### config.mk
export PLATFORM = sky130hd
export DESIGN_NAME = uart_prog_loader
export DESIGN_NICKNAME = d
export VERILOG_FILES = /design/src/rtl/prog_loader_pkg.sv /design/src/rtl/uart_rx_core.sv /design/src/rtl/uart_prog_loader.sv
export SDC_FILE = /design/constraint.sdc
export NUM_CORES = 1
export LEC_CHECK = 0
export ABC_AREA = 1
export CAP_MARGIN = 20
export CORE_UTILIZATION = 45
export CTS_CLUSTER_SIZE = 14
export DETAILED_ROUTE_END_ITERATION = 8
export MAX_ROUTING_LAYER = met4
export PLACE_DENSITY = 0.67
export SKIP_CTS_REPAIR_TIMING = 1
export SYNTH_ARGS = -nofsm -noshare
export SYNTH_HDL_FRONTEND = slang
export SYNTH_SLANG_ARGS = --single-unit
### constraint.sdc
create_clock -name clk_i -period 1.76 [get_ports clk_i]
set_input_delay 0.352 -clock clk_i [delete_from_list [all_inputs] [get_ports clk_i]]
set_output_delay 0.352 -clock clk_i [all_outputs]
set_load 0.03 [all_outputs]
### src/rtl/prog_loader_pkg.sv
// Shared constants, RX state encoding and timing helper for the UART program loader.
package prog_loader_pkg;

  localparam logic [31:0] PROG_TERMINATOR = 32'h0000_0FFF;

  typedef enum logic [1:0] {
    StIdle,
    StStart,
    StData,
    StStop
  } rx_state_e;

  function automatic int unsigned clks_half(input int unsigned clks_per_bit);
    return clks_per_bit / 2;
  endfunction

endpackage

### src/rtl/uart_rx_core.sv
// 8N1 UART receiver: 2-FF synchroniser, mid-bit sampling FSM, byte and framing-error pulses.
module uart_rx_core
  import prog_loader_pkg::*;
#(
  parameter int unsigned CLKS_PER_BIT = 434
) (
  input  logic       clk_i,
  input  logic       rst_ni,
  input  logic       en_i,
  input  logic       rx_i,
  output logic       byte_valid_o,
  output logic [7:0] byte_data_o,
  output logic       frame_err_o
);

  localparam int unsigned    CntW     = $clog2(CLKS_PER_BIT);
  localparam logic [CntW-1:0] HalfLast = CntW'(clks_half(CLKS_PER_BIT) - 1);
  localparam logic [CntW-1:0] BitLast  = CntW'(CLKS_PER_BIT - 1);

  logic            r_rx_meta;
  logic            r_rx_sync;
  rx_state_e       r_state;
  logic [CntW-1:0] r_clk_cnt;
  logic [2:0]      r_bit_cnt;
  logic [7:0]      r_shift;
  logic            w_stop_done;

  always_ff @(posedge clk_i or negedge rst_ni) begin
    if (!rst_ni) begin
      r_rx_meta <= 1'b1;
      r_rx_sync <= 1'b1;
    end else begin
      r_rx_meta <= rx_i;
      r_rx_sync <= r_rx_meta;
    end
  end

  always_ff @(posedge clk_i or negedge rst_ni) begin
    if (!rst_ni) begin
      r_state   <= StIdle;
      r_clk_cnt <= '0;
      r_bit_cnt <= '0;
      r_shift   <= '0;
    end else if (!en_i) begin
      r_state   <= StIdle;
      r_clk_cnt <= '0;
      r_bit_cnt <= '0;
    end else begin
      unique case (r_state)
        StIdle: begin
          r_clk_cnt <= '0;
          if (!r_rx_sync) r_state <= StStart;
        end
        StStart: begin
          if (r_clk_cnt == HalfLast) begin
            r_clk_cnt <= '0;
            r_bit_cnt <= '0;
            // A line already back high at mid-start-bit was only a glitch.
            r_state   <= r_rx_sync ? StIdle : StData;
          end else begin
            r_clk_cnt <= r_clk_cnt + 1'b1;
          end
        end
        StData: begin
          if (r_clk_cnt == BitLast) begin
            r_clk_cnt <= '0;
            r_shift   <= {r_rx_sync, r_shift[7:1]};
            r_bit_cnt <= r_bit_cnt + 1'b1;
            if (r_bit_cnt == 3'd7) r_state <= StStop;
          end else begin
            r_clk_cnt <= r_clk_cnt + 1'b1;
          end
        end
        StStop: begin
          if (r_clk_cnt == BitLast) begin
            r_clk_cnt <= '0;
            r_state   <= StIdle;
          end else begin
            r_clk_cnt <= r_clk_cnt + 1'b1;
          end
        end
        default: r_state <= StIdle;
      endcase
    end
  end

  assign w_stop_done  = en_i && (r_state == StStop) && (r_clk_cnt == BitLast);
  assign byte_valid_o = w_stop_done && r_rx_sync;
  assign frame_err_o  = w_stop_done && !r_rx_sync;
  assign byte_data_o  = r_shift;

endmodule

### src/rtl/uart_prog_loader.sv
// Packs received UART bytes little-endian into words and strobes them into instruction memory.
module uart_prog_loader
  import prog_loader_pkg::*;
#(
  parameter int unsigned CLKS_PER_BIT = 434,
  parameter int unsigned ADDR_W       = 13
) (
  input  logic              clk_i,
  input  logic              rst_ni,
  input  logic              en_i,
  input  logic              rx_i,
  output logic              we_o,
  output logic [ADDR_W-1:0] addr_o,
  output logic [31:0]       wdata_o,
  output logic              done_o,
  output logic              frame_err_o
);

  logic              w_byte_valid;
  logic [7:0]        w_byte_data;
  logic              w_frame_err;
  logic [31:0]       w_word;

  logic [1:0]        r_byte_idx;
  logic [ADDR_W-1:0] r_addr;
  logic [31:0]       r_wdata;
  logic              r_we;
  logic              r_done;
  logic              r_ferr;

  uart_rx_core #(
    .CLKS_PER_BIT(CLKS_PER_BIT)
  ) u_rx (
    .clk_i       (clk_i),
    .rst_ni      (rst_ni),
    .en_i        (en_i),
    .rx_i        (rx_i),
    .byte_valid_o(w_byte_valid),
    .byte_data_o (w_byte_data),
    .frame_err_o (w_frame_err)
  );

  assign w_word = {w_byte_data, r_wdata[23:0]};

  always_ff @(posedge clk_i or negedge rst_ni) begin
    if (!rst_ni) begin
      r_byte_idx <= '0;
      r_addr     <= '0;
      r_wdata    <= '0;
      r_we       <= 1'b0;
      r_done     <= 1'b0;
      r_ferr     <= 1'b0;
    end else if (!en_i) begin
      r_byte_idx <= '0;
      r_addr     <= '0;
      r_we       <= 1'b0;
      r_done     <= 1'b0;
      r_ferr     <= 1'b0;
    end else begin
      r_we <= 1'b0;
      // Address advances after the strobe so addr_o shows the written slot during we_o.
      if (r_we) r_addr <= r_addr + 1'b1;
      if (w_frame_err) r_ferr <= 1'b1;
      if (w_byte_valid && !r_done) begin
        r_byte_idx <= r_byte_idx + 1'b1;
        unique case (r_byte_idx)
          2'd0: r_wdata[7:0]   <= w_byte_data;
          2'd1: r_wdata[15:8]  <= w_byte_data;
          2'd2: r_wdata[23:16] <= w_byte_data;
          2'd3: begin
            r_wdata <= w_word;
            if (w_word == PROG_TERMINATOR) r_done <= 1'b1;
            else                           r_we   <= 1'b1;
          end
          default: ;
        endcase
      end
    end
  end

  assign we_o        = r_we;
  assign addr_o      = r_addr;
  assign wdata_o     = r_wdata;
  assign done_o      = r_done;
  assign frame_err_o = r_ferr;

endmodule

==> metrics.csv <==
metric,value,unit
drc,0,
p_per_area,778,mW/mm²
io_pins,52,
critPathKind,flop to flop,
fin_ws,-0.0283,ns
viasPerCell,5.07,
dp_cells,601,
startpoint,u_rx.r_clk_cnt[1],
yosysWarnings,0,
rr_startpoint,u_rx.r_clk_cnt[1],
fin_cells,626,
nNetsFinal,533,
worstReg2RegEnd,wdata_o[1],
wl_per_cell,13.4,µm
grt_max_degree,75,
vias,3175,
maxSlewHeadroom,73.5,%
grt_overflow,0,
clock_path_buffers,2,
cp_max_fo,8,
dp_hpwl,5680,µm
crit_buf_inv,3,
drtPass1Iterations,7,
coreArea,0.00785,mm²
cts_tree,yes,
clk_pin_slew,0.08,ns
crit_path_end_kind,flop,
worstPathRequired,2.01,ns
violations,setup timing,
slowest_stage,dfrtp_1,
htree_num_levels,3,
drive_above_1_share,13.5,%
avgSynthCellArea,8.31,µm²
syn_inst,444,
ys_types,30,
pre_cts_slack,-0.166,ns
ys_seq_area_share,50.2,%
grt_pass1_wl,13800,µm
grt_pass1_vias,2916,
p_leak,3.25,nW
cp_top_family,simple AND/OR/NAND/NOR gates,
finalSetupTns,-0.104,ns
die_x,92.6,µm
regToRegSetupSlack,-0.03,ns
comb_power_share,10.6,%
die_y,92.6,µm
clkPwrFrac,42.8,%
drv_slew,0,
r2r_cells,11,
cts_sinks,74,
cts_made_buffers,9,
holdCritPathClass,primary input to asynchronous set/reset pin,
synth_nets,458,
io_buffers,51,
start_kind,flop,
fmax,559,MHz
antenna_found_initial,0,
setup_viol,8,
initial_core_util,47.0,%
routed_wl,8370,µm
worst_clock_skew,0.0118,ns
crit_chain,inv_2 > ha_4 > nand2_4 > nor2_4 > nand3_2 > nor2_4 > buf_6 > buf_8 > nand3_4 > nand2_2 > nand2_2,
internal_power,2.91,mW
area_delta_synth_final,33.5,%
ir_drop,784,µV
swShare,24.0,%
grt_usage,21.1,%
postRouteAntennaNets,0,
arrival,2.03,ns
netlist_area,0.00369,mm²
num_antenna_cells,0,
die_area,0.00857,mm²
fin_crit_sh,102,%
tightest_slew,0.397,ns
post-route-min-period,1.79,ns
clock_tree.root_cell,clkbuf_8,
fillers,672,
cap_violations,0,
finalHoldViolations,0,
clk_latency,0.35,ns
switching_power,0.921,mW
slowest_delay,0.41,ns
rsz0062_at_grt,yes,
place_congestion,0.826,
dr.first_iter.drc_count,162,
num_rows,32,
outcome,"complete, but fails checks",
ys_ff_latch,74,
power_frac_seq,46.6,%
[power groups by stage]
stage / Combinational (mW) / Sequential [mW] / Clock [mW]
after floorplan: 0.197 / 1.81 / 0
after global placement: 0.348 / 1.81 / 0
after detailed placement: 0.351 / 1.81 / 0
after CTS: 0.357 / 1.78 / 1.67
after global routing: 0.457 / 1.79 / 1.75
final: 0.405 / 1.79 / 1.64
[flip-flops by register name, summed over array words and instances, names as in the netlist, 2 cells and up]
name and count:
r_byte_idx 2, u_rx.r_bit_cnt 3, u_rx.r_clk_cnt 9, u_rx.r_state 2, addr_o 13, u_rx.byte_data_o 8
wdata_o 32
[kinds of logic after synthesis]
logic type,after synthesis,share of synthesized area [%]
AO/OA/AOI/OAI,27,3.97
flip-flops,74,50.2
adder cells (fa/ha/maj),10,3.39
AND/OR/NAND/NOR,279,34.2
XOR/XNOR,5,1.19
buffers and inverters,49,7.02
[area by class of cell]
class	count	area, µm²	area share (%)
clock inverters	5	100	2.03
well taps	102	128	2.59
multi-input cells	322	1640	33.3
flip-flops and latches	74	1850	37.6
clock buffers	11	151	3.07
inverters	34	128	2.59
repair buffers	78	925	18.8
[worst max-delay path by stage]
stage	slack, ns	end	cells past startpoint
2_1_floorplan	0.18	addr_o[10]	8
3_3_place_gp	-0.13	wdata_o[3]	9
3_5_place_dp	-0.17	wdata_o[6]	9
4_1_cts	-0.14	we_o	1
5_1_grt	-0.13	wdata_o[1]	11
6_report	-0.03	wdata_o[1]	11
[worst reg2reg max path: stages (launching register included)]
cell     delay [ns]
dfrtp_1        0.41
inv_2          0.09
ha_4           0.14
nand2_4        0.05
nor2_4         0.12
nand3_2        0.11
nor2_4         0.24
buf_6          0.14
buf_8          0.11
nand3_4        0.13
nand2_2        0.12
nand2_2        0.04
[layer usage]
metal / track usage, % / part of all wire, %
met1: 28.8 / 49
met2: 31.8 / 46
met3: 3.37 / 3.4
met4: 8.07 / 1.4
met5: - / 0
[synthesized netlist by cell type]
cell type / instances / area, µm²
inv_2: 2 / 7.51
o2111ai_1: 1 / 8.76
inv_1: 32 / 120
nor3_4: 1 / 16.3
dfstp_2: 2 / 52.6
nand3_1: 11 / 55.1
nand4_1: 42 / 263
a31oi_1: 1 / 6.26
o21ai_0: 16 / 80.1
nand3_2: 1 / 10.0
xnor2_1: 2 / 17.5
a21oi_1: 7 / 35.0
and3_1: 1 / 6.26
xor2_1: 3 / 26.3
nor3_1: 4 / 20.0
buf_2: 8 / 40.0
nand2_2: 1 / 6.26
nor2_4: 2 / 22.5
a2bb2oi_1: 1 / 8.76
nand3_4: 3 / 52.6
dfrtp_1: 72 / 1800
nand2_1: 153 / 574
nor2_2: 2 / 12.5
o21bai_1: 1 / 7.51
nor3_2: 1 / 10.0
buf_12: 4 / 80.1
ha_1: 10 / 125
buf_1: 1 / 3.75
nor2_1: 57 / 214
clkbuf_1: 2 / 7.51
[layout by cell type, fill, tap and decap left out, types with 2 or more instances in the layout]
| cell | synthesis | layout |
|---|---|---|
| bufinv_16 | 0 | 3 |
| nor2_1 | 57 | 56 |
| xnor2_1 | 2 | 2 |
| nand2_2 | 1 | 7 |
| nand3_1 | 11 | 10 |
| inv_1 | 32 | 31 |
| nand2_1 | 153 | 146 |
| nor2_4 | 2 | 4 |
| clkbuf_8 | 0 | 11 |
| nand3_2 | 1 | 3 |
| ha_1 | 10 | 9 |
| buf_4 | 0 | 17 |
| xor2_1 | 3 | 3 |
| o21ai_0 | 16 | 16 |
| clkinv_2 | 0 | 2 |
| buf_6 | 0 | 3 |
| buf_12 | 4 | 5 |
| a21oi_1 | 7 | 7 |
| nand4_1 | 42 | 42 |
| dfstp_2 | 2 | 2 |
| nand3_4 | 3 | 3 |
| nor3_1 | 4 | 4 |
| dfrtp_1 | 72 | 72 |
| dlymetal6s2s_1 | 0 | 47 |
| clkdlybuf4s50_1 | 0 | 3 |
| inv_2 | 2 | 3 |
[metrics by stage]
stage | cell area (µm²) | hold slack [ns] | total power, mW | utilization (%)
floorplan | 3690 | 0.0564 | 2.00 | -
global placement | 4400 | 0.348 | 2.16 | 56.0
detailed placement | 4400 | 0.351 | 2.16 | 56.0
CTS | 4650 | 0.0389 | 3.81 | 59.2
global route | 4930 | 0.0331 | 4.00 | 62.8
finish | 4930 | 0.00350 | 3.83 | 62.8
Note: power is estimated with default switching activity, not from simulation.
